File: src/rtl/task_sequencer_axil_if.sv
// AXI4-Lite bundle between the task sequencer (master) and the test peripheral (slave).
// One transaction outstanding at a time; the slave may stall any channel indefinitely.
interface task_sequencer_axil_if #(
  parameter int ADDR_W = 32,
  parameter int DATA_W = 32
);
  logic [ADDR_W-1:0] awaddr;
  logic              awvalid;
  logic              awready;
  logic [DATA_W-1:0] wdata;
  logic              wvalid;
  logic              wready;
  logic [1:0]        bresp;
  logic              bvalid;
  logic              bready;
  logic [ADDR_W-1:0] araddr;
  logic              arvalid;
  logic              arready;
  logic [DATA_W-1:0] rdata;
  logic [1:0]        rresp;
  logic              rvalid;
  logic              rready;

  modport master (
    output awaddr, awvalid, input awready,
    output wdata, wvalid, input wready,
    input bresp, bvalid, output bready,
    output araddr, arvalid, input arready,
    input rdata, rresp, rvalid, output rready
  );

  modport slave (
    input awaddr, awvalid, output awready,
    input wdata, wvalid, output wready,
    output bresp, bvalid, input bready,
    input araddr, arvalid, output arready,
    output rdata, rresp, rvalid, input rready
  );
endinterface

File: src/rtl/task_sequencer_axil.sv
// AXI4-Lite master: reads the task-enable mask, then per enabled task writes CMD and polls STATUS.
// All bus outputs are registered and held until handshake; any channel may stall without limit.
module task_sequencer_axil #(
  parameter int                          M_AXI_ADDR_WIDTH = 32,
  parameter int                          M_AXI_DATA_WIDTH = 32,
  parameter int                          NUM_TASKS        = 32,
  parameter logic [M_AXI_ADDR_WIDTH-1:0] BASE_ADDR        = 32'h4000_0000,
  parameter int                          POLL_LIMIT       = 1024
) (
  input  logic                  i_clk,
  input  logic                  i_rst,
  task_sequencer_axil_if.master m_axi,
  input  logic                  start_tests,
  output logic [NUM_TASKS-1:0]  enabled_tasks,
  output logic [31:0]           current_task_number,
  output logic                  busy,
  output logic [NUM_TASKS-1:0]  task_fail,
  output logic                  bus_error,
  output logic                  tasks_done
);
  localparam int AW    = M_AXI_ADDR_WIDTH;
  localparam int DW    = M_AXI_DATA_WIDTH;
  localparam int IDX_W = (NUM_TASKS > 1) ? $clog2(NUM_TASKS) : 1;
  localparam int PTR_W = $clog2(NUM_TASKS + 1);
  localparam int PC_W  = $clog2(POLL_LIMIT + 1);

  localparam logic [AW-1:0] ADDR_EN  = BASE_ADDR;
  localparam logic [AW-1:0] ADDR_CMD = BASE_ADDR + AW'(4);
  localparam logic [AW-1:0] ADDR_ST  = BASE_ADDR + AW'(8);

  typedef enum logic [3:0] {
    S_IDLE, S_EN_AR, S_EN_R, S_SCAN, S_CMD_W, S_CMD_B, S_ST_AR, S_ST_R, S_DONE
  } state_t;

  state_t               state_q, state_d;
  logic [AW-1:0]        araddr_q, araddr_d;
  logic                 arvalid_q, arvalid_d;
  logic                 rready_q, rready_d;
  logic [AW-1:0]        awaddr_q, awaddr_d;
  logic                 awvalid_q, awvalid_d;
  logic [DW-1:0]        wdata_q, wdata_d;
  logic                 wvalid_q, wvalid_d;
  logic                 bready_q, bready_d;
  logic [NUM_TASKS-1:0] enabled_q, enabled_d;
  logic [NUM_TASKS-1:0] task_fail_q, task_fail_d;
  logic [31:0]          cur_q, cur_d;
  logic [IDX_W-1:0]     idx_q, idx_d;
  logic [PTR_W-1:0]     ptr_q, ptr_d;
  logic [PC_W-1:0]      poll_cnt_q, poll_cnt_d;
  logic                 busy_q, busy_d;
  logic                 bus_error_q, bus_error_d;
  logic                 done_q, done_d;

  logic                 ar_hs, r_hs, b_hs;
  logic [PC_W-1:0]      poll_inc;
  logic                 scan_hit;
  logic [IDX_W-1:0]     scan_idx;

  // Lowest enabled index at or above ptr; ptr == NUM_TASKS matches nothing.
  always_comb begin
    scan_hit = 1'b0;
    scan_idx = '0;
    for (int i = NUM_TASKS - 1; i >= 0; i--) begin
      if (enabled_q[i] && (i >= int'(ptr_q))) begin
        scan_hit = 1'b1;
        scan_idx = IDX_W'(i);
      end
    end
  end

  always_comb begin
    state_d     = state_q;
    araddr_d    = araddr_q;
    arvalid_d   = arvalid_q;
    rready_d    = rready_q;
    awaddr_d    = awaddr_q;
    awvalid_d   = awvalid_q;
    wdata_d     = wdata_q;
    wvalid_d    = wvalid_q;
    bready_d    = bready_q;
    enabled_d   = enabled_q;
    task_fail_d = task_fail_q;
    cur_d       = cur_q;
    idx_d       = idx_q;
    ptr_d       = ptr_q;
    poll_cnt_d  = poll_cnt_q;
    bus_error_d = bus_error_q;
    // The pulse trails the DONE state by one cycle.
    done_d      = (state_q == S_DONE);

    ar_hs    = arvalid_q & m_axi.arready;
    r_hs     = rready_q & m_axi.rvalid;
    b_hs     = bready_q & m_axi.bvalid;
    poll_inc = poll_cnt_q + PC_W'(1);

    case (state_q)
      S_IDLE: begin
        if (start_tests) begin
          task_fail_d = '0;
          bus_error_d = 1'b0;
          ptr_d       = '0;
          araddr_d    = ADDR_EN;
          arvalid_d   = 1'b1;
          state_d     = S_EN_AR;
        end
      end
      S_EN_AR: begin
        if (ar_hs) begin
          arvalid_d = 1'b0;
          rready_d  = 1'b1;
          state_d   = S_EN_R;
        end
      end
      S_EN_R: begin
        if (r_hs) begin
          rready_d = 1'b0;
          if (m_axi.rresp != 2'b00) begin
            bus_error_d = 1'b1;
            state_d     = S_DONE;
          end else begin
            enabled_d = m_axi.rdata[NUM_TASKS-1:0];
            state_d   = S_SCAN;
          end
        end
      end
      S_SCAN: begin
        if (scan_hit) begin
          idx_d     = scan_idx;
          cur_d     = 32'(scan_idx);
          awaddr_d  = ADDR_CMD;
          wdata_d   = DW'(scan_idx);
          awvalid_d = 1'b1;
          wvalid_d  = 1'b1;
          state_d   = S_CMD_W;
        end else begin
          state_d = S_DONE;
        end
      end
      S_CMD_W: begin
        // AW and W retire independently; move on once neither is pending.
        awvalid_d = awvalid_q & ~m_axi.awready;
        wvalid_d  = wvalid_q & ~m_axi.wready;
        if (!awvalid_d && !wvalid_d) begin
          bready_d = 1'b1;
          state_d  = S_CMD_B;
        end
      end
      S_CMD_B: begin
        if (b_hs) begin
          bready_d = 1'b0;
          if (m_axi.bresp != 2'b00) begin
            bus_error_d = 1'b1;
            state_d     = S_DONE;
          end else begin
            poll_cnt_d = '0;
            araddr_d   = ADDR_ST;
            arvalid_d  = 1'b1;
            state_d    = S_ST_AR;
          end
        end
      end
      S_ST_AR: begin
        if (ar_hs) begin
          arvalid_d = 1'b0;
          rready_d  = 1'b1;
          state_d   = S_ST_R;
        end
      end
      S_ST_R: begin
        if (r_hs) begin
          rready_d = 1'b0;
          if (m_axi.rresp != 2'b00) begin
            bus_error_d = 1'b1;
            state_d     = S_DONE;
          end else begin
            poll_cnt_d = poll_inc;
            if (m_axi.rdata[0]) begin
              task_fail_d[idx_q] = m_axi.rdata[1];
              ptr_d              = PTR_W'(idx_q) + PTR_W'(1);
              state_d            = S_SCAN;
            end else if (poll_inc == PC_W'(POLL_LIMIT)) begin
              task_fail_d[idx_q] = 1'b1;
              ptr_d              = PTR_W'(idx_q) + PTR_W'(1);
              state_d            = S_SCAN;
            end else begin
              araddr_d  = ADDR_ST;
              arvalid_d = 1'b1;
              state_d   = S_ST_AR;
            end
          end
        end
      end
      S_DONE:  state_d = S_IDLE;
      default: state_d = S_IDLE;
    endcase

    busy_d = (state_d != S_IDLE);
  end

  always_ff @(posedge i_clk or posedge i_rst) begin
    if (i_rst) begin
      state_q     <= S_IDLE;
      araddr_q    <= '0;
      arvalid_q   <= 1'b0;
      rready_q    <= 1'b0;
      awaddr_q    <= '0;
      awvalid_q   <= 1'b0;
      wdata_q     <= '0;
      wvalid_q    <= 1'b0;
      bready_q    <= 1'b0;
      enabled_q   <= '0;
      task_fail_q <= '0;
      cur_q       <= '0;
      idx_q       <= '0;
      ptr_q       <= '0;
      poll_cnt_q  <= '0;
      busy_q      <= 1'b0;
      bus_error_q <= 1'b0;
      done_q      <= 1'b0;
    end else begin
      state_q     <= state_d;
      araddr_q    <= araddr_d;
      arvalid_q   <= arvalid_d;
      rready_q    <= rready_d;
      awaddr_q    <= awaddr_d;
      awvalid_q   <= awvalid_d;
      wdata_q     <= wdata_d;
      wvalid_q    <= wvalid_d;
      bready_q    <= bready_d;
      enabled_q   <= enabled_d;
      task_fail_q <= task_fail_d;
      cur_q       <= cur_d;
      idx_q       <= idx_d;
      ptr_q       <= ptr_d;
      poll_cnt_q  <= poll_cnt_d;
      busy_q      <= busy_d;
      bus_error_q <= bus_error_d;
      done_q      <= done_d;
    end
  end

  assign m_axi.araddr        = araddr_q;
  assign m_axi.arvalid       = arvalid_q;
  assign m_axi.rready        = rready_q;
  assign m_axi.awaddr        = awaddr_q;
  assign m_axi.awvalid       = awvalid_q;
  assign m_axi.wdata         = wdata_q;
  assign m_axi.wvalid        = wvalid_q;
  assign m_axi.bready        = bready_q;
  assign enabled_tasks       = enabled_q;
  assign task_fail           = task_fail_q;
  assign current_task_number = cur_q;
  assign busy                = busy_q;
  assign bus_error           = bus_error_q;
  assign tasks_done          = done_q;
endmodule

File: src/flat_wrapper.sv
// flat-port wrapper written by rule: the top's interface ports become plain ports
module task_sequencer_axil_flat 
#(
  parameter int                          M_AXI_ADDR_WIDTH = 32,
  parameter int                          M_AXI_DATA_WIDTH = 32,
  parameter int                          NUM_TASKS        = 32,
  parameter logic [M_AXI_ADDR_WIDTH-1:0] BASE_ADDR        = 32'h4000_0000,
  parameter int                          POLL_LIMIT       = 1024
)
  (i_clk, i_rst, start_tests, enabled_tasks, current_task_number, busy, task_fail, bus_error, tasks_done, m_axi_awaddr, m_axi_awvalid, m_axi_awready, m_axi_wdata, m_axi_wvalid, m_axi_wready, m_axi_bresp, m_axi_bvalid, m_axi_bready, m_axi_araddr, m_axi_arvalid, m_axi_arready, m_axi_rdata, m_axi_rresp, m_axi_rvalid, m_axi_rready);
  task_sequencer_axil_if #(.ADDR_W(32), .DATA_W(32)) m_axi_i ();
  input  logic i_clk;
  input  logic i_rst;
  input  logic start_tests;
  output logic [NUM_TASKS-1:0] enabled_tasks;
  output logic [31:0] current_task_number;
  output logic busy;
  output logic [NUM_TASKS-1:0] task_fail;
  output logic bus_error;
  output logic tasks_done;
  output wire logic [$bits(m_axi_i.awaddr)-1:0] m_axi_awaddr;
  output wire logic [$bits(m_axi_i.awvalid)-1:0] m_axi_awvalid;
  input wire logic [$bits(m_axi_i.awready)-1:0] m_axi_awready;
  output wire logic [$bits(m_axi_i.wdata)-1:0] m_axi_wdata;
  output wire logic [$bits(m_axi_i.wvalid)-1:0] m_axi_wvalid;
  input wire logic [$bits(m_axi_i.wready)-1:0] m_axi_wready;
  input wire logic [$bits(m_axi_i.bresp)-1:0] m_axi_bresp;
  input wire logic [$bits(m_axi_i.bvalid)-1:0] m_axi_bvalid;
  output wire logic [$bits(m_axi_i.bready)-1:0] m_axi_bready;
  output wire logic [$bits(m_axi_i.araddr)-1:0] m_axi_araddr;
  output wire logic [$bits(m_axi_i.arvalid)-1:0] m_axi_arvalid;
  input wire logic [$bits(m_axi_i.arready)-1:0] m_axi_arready;
  input wire logic [$bits(m_axi_i.rdata)-1:0] m_axi_rdata;
  input wire logic [$bits(m_axi_i.rresp)-1:0] m_axi_rresp;
  input wire logic [$bits(m_axi_i.rvalid)-1:0] m_axi_rvalid;
  output wire logic [$bits(m_axi_i.rready)-1:0] m_axi_rready;
  assign m_axi_awaddr = m_axi_i.awaddr;
  assign m_axi_awvalid = m_axi_i.awvalid;
  assign m_axi_i.awready = m_axi_awready;
  assign m_axi_wdata = m_axi_i.wdata;
  assign m_axi_wvalid = m_axi_i.wvalid;
  assign m_axi_i.wready = m_axi_wready;
  assign m_axi_i.bresp = m_axi_bresp;
  assign m_axi_i.bvalid = m_axi_bvalid;
  assign m_axi_bready = m_axi_i.bready;
  assign m_axi_araddr = m_axi_i.araddr;
  assign m_axi_arvalid = m_axi_i.arvalid;
  assign m_axi_i.arready = m_axi_arready;
  assign m_axi_i.rdata = m_axi_rdata;
  assign m_axi_i.rresp = m_axi_rresp;
  assign m_axi_i.rvalid = m_axi_rvalid;
  assign m_axi_rready = m_axi_i.rready;
  task_sequencer_axil #(.M_AXI_ADDR_WIDTH(M_AXI_ADDR_WIDTH), .M_AXI_DATA_WIDTH(M_AXI_DATA_WIDTH), .NUM_TASKS(NUM_TASKS), .BASE_ADDR(BASE_ADDR), .POLL_LIMIT(POLL_LIMIT)) u_core (.i_clk(i_clk), .i_rst(i_rst), .m_axi(m_axi_i), .start_tests(start_tests), .enabled_tasks(enabled_tasks), .current_task_number(current_task_number), .busy(busy), .task_fail(task_fail), .bus_error(bus_error), .tasks_done(tasks_done));
endmodule
File: config.mk
export PLATFORM = sky130hd
export DESIGN_NAME = task_sequencer_axil_flat
export DESIGN_NICKNAME = d
export VERILOG_FILES = /design/src/rtl/task_sequencer_axil_if.sv /design/src/rtl/task_sequencer_axil.sv /design/src/flat_wrapper.sv
export SDC_FILE = /design/constraint.sdc
export NUM_CORES = 1
export LEC_CHECK = 0
export ABC_AREA = 1
export BUFFER_PORTS_ARGS = -buffer_cell sky130_fd_sc_hd__buf_2
export CAP_MARGIN = 30
export CORE_ASPECT_RATIO = 1.2
export CORE_MARGIN = 5
export CORE_UTILIZATION = 40
export CTS_BUF_LIST = sky130_fd_sc_hd__clkbuf_16
export CTS_CLUSTER_DIAMETER = 150
export DETAILED_ROUTE_END_ITERATION = 10
export PLACE_DENSITY = 0.67
export SYNTH_ARGS = -nofsm -noshare
export SYNTH_HDL_FRONTEND = slang
export SYNTH_SLANG_ARGS = --single-unit
export TNS_END_PERCENT = 10
File: constraint.sdc
create_clock -name i_clk -period 3.3 [get_ports i_clk]
set_input_delay 0.165 -clock i_clk [delete_from_list [all_inputs] [get_ports i_clk]]
set_output_delay 0.165 -clock i_clk [all_outputs]
set_load 0.01 [all_outputs]
# Word level (Yosys, flattened, before mapping)
# Cells that the tools add are included.
[op_classes]
add_sub_neg = 2
order_cmp = 34
eq_ne = 23
muxes = 130
bitwise = 9
reduce_logical = 60
[op_table]
columns = ["op", "n"]
rows = [
  ["two-way mux 32 bit", 12],
  ["two-way mux 5 bit", 32],
  [">= comparator 5 x 6 -> 1 bit (first input constant)", 16],
  ["case mux 32 bit (3 select lines)", 1],
  ["case mux 32 bit (2 select lines)", 1],
  ["two-way mux 1 bit", 51],
  [">= comparator 4 x 6 -> 1 bit (first input constant)", 8],
  ["two-way mux 4 bit", 12],
  ["two-way mux 11 bit", 4],
  ["logical AND 1 bit", 34],
  ["bitwise mux 32 bit", 1],
  ["bitwise OR 32 bit", 1],
  ["case mux 4 bit (8 select lines)", 1],
  ["two-way mux 6 bit", 5],
  [">= comparator 3 x 6 -> 1 bit (first input constant)", 4],
  ["case mux 11 bit (2 select lines)", 1],
  ["== test 4 x 3 -> 1 bit (second input constant)", 4],
  ["!= test 2 x 1 -> 1 bit (second input constant)", 8],
  ["nonzero test 2 bit", 7],
  [">= comparator 1 x 6 -> 1 bit (first input constant)", 2],
  [">= comparator 2 x 6 -> 1 bit (first input constant)", 2],
  ["case mux 6 bit (2 select lines)", 1],
  ["adder 11 x 1 -> 11 bit (second input constant)", 1],
  ["== test 11 bit (second input constant)", 1],
  ["other kinds (26)", 48],
]
[totals]
ff_bits = 131
inputBits = 44
output_inout_bits = 200
wordCells = 274

# Logic depth before layout (Yosys ltp)
[logic_depth]
depth_word = 37
ltp_mapped = 37
depth_no_buf = 36

# Worst setup path before layout
# OpenSTA, ideal clock, no wires.
[synth_timing]
path_kind = "reg-to-reg"
from = "register u_core.poll_cnt_q[0]"
to = "register u_core.task_fail_q[10], in the netlist u_core.task_fail[10]"
arrival_time_ps = 2334
required_ps = 3205
slack_ps = 871
path_stages_with_launch = 17
synth_period_minus_slack_ps = 2429
cell_sequence = "dfrtp_1 ha_1 nand2_1 nor2_1 nand3_1 nor2_1 nand2_1 nor2_1 xor2_1 nor2_1 a41oi_2 a21oi_2 nand2_4 inv_2 buf_2 o21ai_0 o31ai_1"
[synth_via]
elab_chain_len = 4
[synth_lines]
columns = ["element", "line_no", "text"]
rows = [
  ["from (decl)", "task_sequencer_axil.sv:49", "logic [PC_W-1:0] poll_cnt_q, poll_cnt_d;"],
  ["from (signal assigned)", "task_sequencer_axil.sv:235", "poll_cnt_q <= poll_cnt_d;"],
  ["adder 11 x 1 -> 11 bit", "task_sequencer_axil.sv:94", "poll_inc = poll_cnt_q + PC_W'(1);"],
  ["== test 11 bit", "task_sequencer_axil.sv:181", "end else if (poll_inc == PC_W'(POLL_LIMIT)) begin"],
  ["!= test 3 x 2 -> 1 bit (no source line)", "-", ""],
  ["AND reduction 5 bit (no source line)", "-", ""],
  ["to (signal assigned)", "task_sequencer_axil.sv:231", "task_fail_q <= task_fail_d;"],
  ["to (decl)", "task_sequencer_axil.sv:45", "logic [NUM_TASKS-1:0] task_fail_q, task_fail_d;"],
]
# Every way passes these cells.
# A chain may end at the register's enable or synchronous reset.

# Final worst setup path
[layout_timing]
from = "register u_core.poll_cnt_q[0]"
to = "register u_core.task_fail_q[12], in the netlist u_core.task_fail[12]"
# The elaborated chain is that of the path after synthesis.

==> flow_metrics.tcl <==
set metrics [dict create \
    crit_arrival_ps 3190 \
    die_y_um 152 \
    slew_headroom_pct 58.4 \
    synth_ff_type "dfrtp_1" \
    synth_edf_count 0 \
    areaGrowthSynthToFinish_pct 12.1 \
    die_area_um2 19500 \
    first_pass_iters 7 \
    antenna_cells 0 \
    drive_gt1_share_pct 18.6 \
    cp-end-kind "register" \
    synth_top_family_by_area "buffers and inverters" \
    grt_start_max_net_pins 55 \
    vdd_ir_drop_max_uv 390 \
    rsz0062_at_grt "false" \
    dpl.hpwl_mm 13.7 \
    maxCapViolCount 0 \
    wire_per_inst_um 14.1 \
    cts_setup_buffers 0 \
    via_per_inst 4.74 \
    whs_ps 12.3 \
    wl_met3_mm 1.23 \
    pre_cts_ws_ps 240 \
    grt-ovfl-total 0 \
    synth-xor-area-share_pct 0.783 \
    wl_met1_mm 7.31 \
    io_pins 244 \
    worst_slack_ps 358 \
    fmax_ghz 0.340 \
    finalCriticalPeriod_ps 2940 \
    worstHoldStart "m_axi_rdata[21]" \
    mappedNetlistArea_um2 6710 \
    via_count 5943 \
    postRouteAntennaNets 0 \
    placed_cells 1239 \
    ys_types 46 \
    pwr_density_cell_nw_per_um2 744 \
    required_ps 3550 \
    final-hold-violation-count 0 \
    status "finished, final reports clean" \
    grt_pass1_wl_mm 29.2 \
    initial_utilization_pct 40.3 \
    post_synth.cell_area_avg_um2 7.36 \
    top_layer_used "met4" \
    die_x_um 128 \
    p_leak_nw 4.05 \
    netlist_instances 912 \
    min_period_over_period_pct 89.1 \
    tightest_slew_ps 620 \
    synthMuxAreaShare_pct 1.17 \
    async_reset_ff_share_pct 100 \
    path_clk_slew_ps 70 \
    yosys.area_share.simple_pct 21.4 \
    ys_ff_latch 101 \
    critPathKind "register to register" \
    ys.warnings.count 0 \
    cts_inserted_buffers 9 \
    hp-class "input pin to register" \
    grt_antenna_before_repair 0 \
    gp_congestion 0.862 \
    crit_path_start_kind "register" \
    layout.cells.non_filler 1255 \
    grt_usage_pct 18.3 \
    clk_path_buf_depth 2 \
    synth_fa_ha_area_share_pct 0.932 \
    portBuffers 129 \
    rr_startpoint "u_core.poll_cnt_q[0]$_DFFE_PP0P_" \
    final-setup-viol-count 0 \
    cts_tree "done" \
    drc 0 \
    htree_levels 3 \
    startpoint "u_core.poll_cnt_q[0]$_DFFE_PP0P_" \
    root_buffer "clkbuf_16" \
    skew_ps 12.7 \
    drv_slew 0 \
    nNetsFinal 1084 \
    path_max_fanout 33 \
    synth-seq-area-share_pct 37.6 \
    power_mw 5.59 \
    fp-row-count 52 \
    nFillCells 1766 \
    insertion_delay_ps 360 \
    drtIter0Drc 349 \
    grt_pass1_vias 5798 \
    wl_met2_mm 8.84 \
    cts.sinks 101 \
    synth-compound-area-share_pct 16.4 \
    setup_tns_ps 0 \
    coreArea_um2 16700 \
    wirelength_mm 17.7 \
]
==> flip-flops by register name, indices dropped and copies added, names as in the netlist <==
signal	cells
u_core.m_axi.arvalid	1
u_core.poll_cnt_q	11
u_core.busy	1
u_core.m_axi.rready	1
u_core.m_axi.araddr	2
u_core.state_q	4
u_core.m_axi.bready	1
u_core.current_task_number	5
u_core.m_axi.awvalid	1
u_core.tasks_done	1
u_core.bus_error	1
u_core.m_axi.wvalid	1
u_core.m_axi.awaddr	1
u_core.enabled_tasks	32
u_core.ptr_q	6
u_core.task_fail	32
==> report_power, final <==
group / total [mW] / internal, mW / switching, mW
logic: 2.48 / 0.830 / 1.65
clock network: 1.28 / 0.809 / 0.469
registers: 1.84 / 1.57 / 0.269
==> Yosys cell counts, types with 2 or more instances <==
master,instances,area (um2)
a211oi_1,2,15.0
a21oi_1,54,270
a31oi_1,2,12.5
buf_4,122,916
buf_6,3,33.8
clkbuf_1,17,63.8
clkinv_1,3,11.3
dfrtp_1,101,2530
ha_1,5,62.6
inv_1,104,390
inv_2,8,30.0
mux2_2,7,78.8
nand2_1,194,728
nand2_2,3,18.8
nand2_4,3,33.8
nand3_1,17,85.1
nand4_1,3,18.8
nor2_1,99,372
nor2_2,3,18.8
nor3_1,25,125
o2111ai_1,3,26.3
o211ai_1,3,22.5
o21ai_0,66,330
o21ai_2,4,35.0
o22ai_1,10,62.6
o31ai_1,17,128
o41ai_1,10,87.6
xor2_1,6,52.6
==> what timing repair did <==
item,in CTS,in global routing
resized for setup,0,1
endpoints found under the setup margin,0,17
endpoints found under the hold margin,30,0
hold buffers,1,0
==> critical path, stage by stage (launching register included) <==
cell and delay, ps:
dfrtp_1 400, ha_1 180, nand2_1 80, nor2_1 160, nand3_1 140, nor2_1 110, nand2_1 70, nor2_1 110
xor2_1 90, nor2_1 120, a41oi_2 170, a21oi_2 290, nand2_4 130, clkinv_2 320, o21ai_0 200, o41ai_1 270
==> cell families after synthesis <==
kind of cell               Yosys count
other                                1
buffers and inverters              259
adders and majority gates            5
muxes                                7
xor gates and xnor gates             6
and+or+nand+nor                    351
DFF                                101
AOI/OAI and AO/OA                  182
==> placed cells by master (no fill, tap or decap), types with 3 or more instances in the layout <==
master	instances
nand2_1	194
buf_2	129
conb_1	114
inv_1	104
dfrtp_1	101
nor2_1	98
o21ai_0	65
a21oi_1	54
nor3_1	25
nand3_1	17
o31ai_1	17
o41ai_1	10
o22ai_1	10
buf_4	10
clkbuf_16	9
inv_2	7
mux2_2	7
xor2_1	6
ha_1	5
clkinv_1	4
o21ai_2	4
bufinv_16	4
nor2_2	3
nand4_1	3
nand2_4	3
nand2_2	3
o211ai_1	3
o2111ai_1	3
==> metal layers <==
metal,track usage [%],vias up
met5,0,-
met4,6.47,0
met2,31.6,199
li1,-,2953
met3,3.27,19
met1,22.5,2772
==> final cells by class <==
type | instances | area [um2] | area share, %
Timing Repair Buffer | 142 | 769 | 10.2
Clock inverter | 6 | 128 | 1.70
Multi-Input combinational cell | 665 | 3160 | 42.0
Tap cell | 216 | 270 | 3.59
Clock buffer | 9 | 225 | 2.99
Inverter | 116 | 440 | 5.85
Sequential cell | 101 | 2530 | 33.6
==> path summary, 6_finish.rpt <==
| path | end | slack (ps) | depth (start not counted) |
|---|---|---|---|
| max | u_core.task_fail[12]$_DFFE_PP0P_ | 360 | 15 |
| max in group asynchronous | u_core.enabled_tasks[19]$_DFFE_PP0P_ | 2020 | 5 |
| max reg2reg | u_core.task_fail[12]$_DFFE_PP0P_ | 360 | 15 |
| min in group asynchronous | u_core.task_fail[20]$_DFFE_PP0P_ | 360 | 3 |
| min reg2reg | u_core.m_axi.araddr[30]$_DFFE_PP0P_ | 480 | 2 |
| min | u_core.enabled_tasks[21]$_DFFE_PP0P_ | 10 | 3 |
==> metrics by stage <==
step                cell area [um2]  utilization (%)
finish                         7520             45.2
global route                   7520             45.2
CTS                            7520             45.2
detailed placement             7160             43.0
global placement               7120             42.8
floorplan                      7140                -
Note: power is estimated with default switching activity, not from simulation.
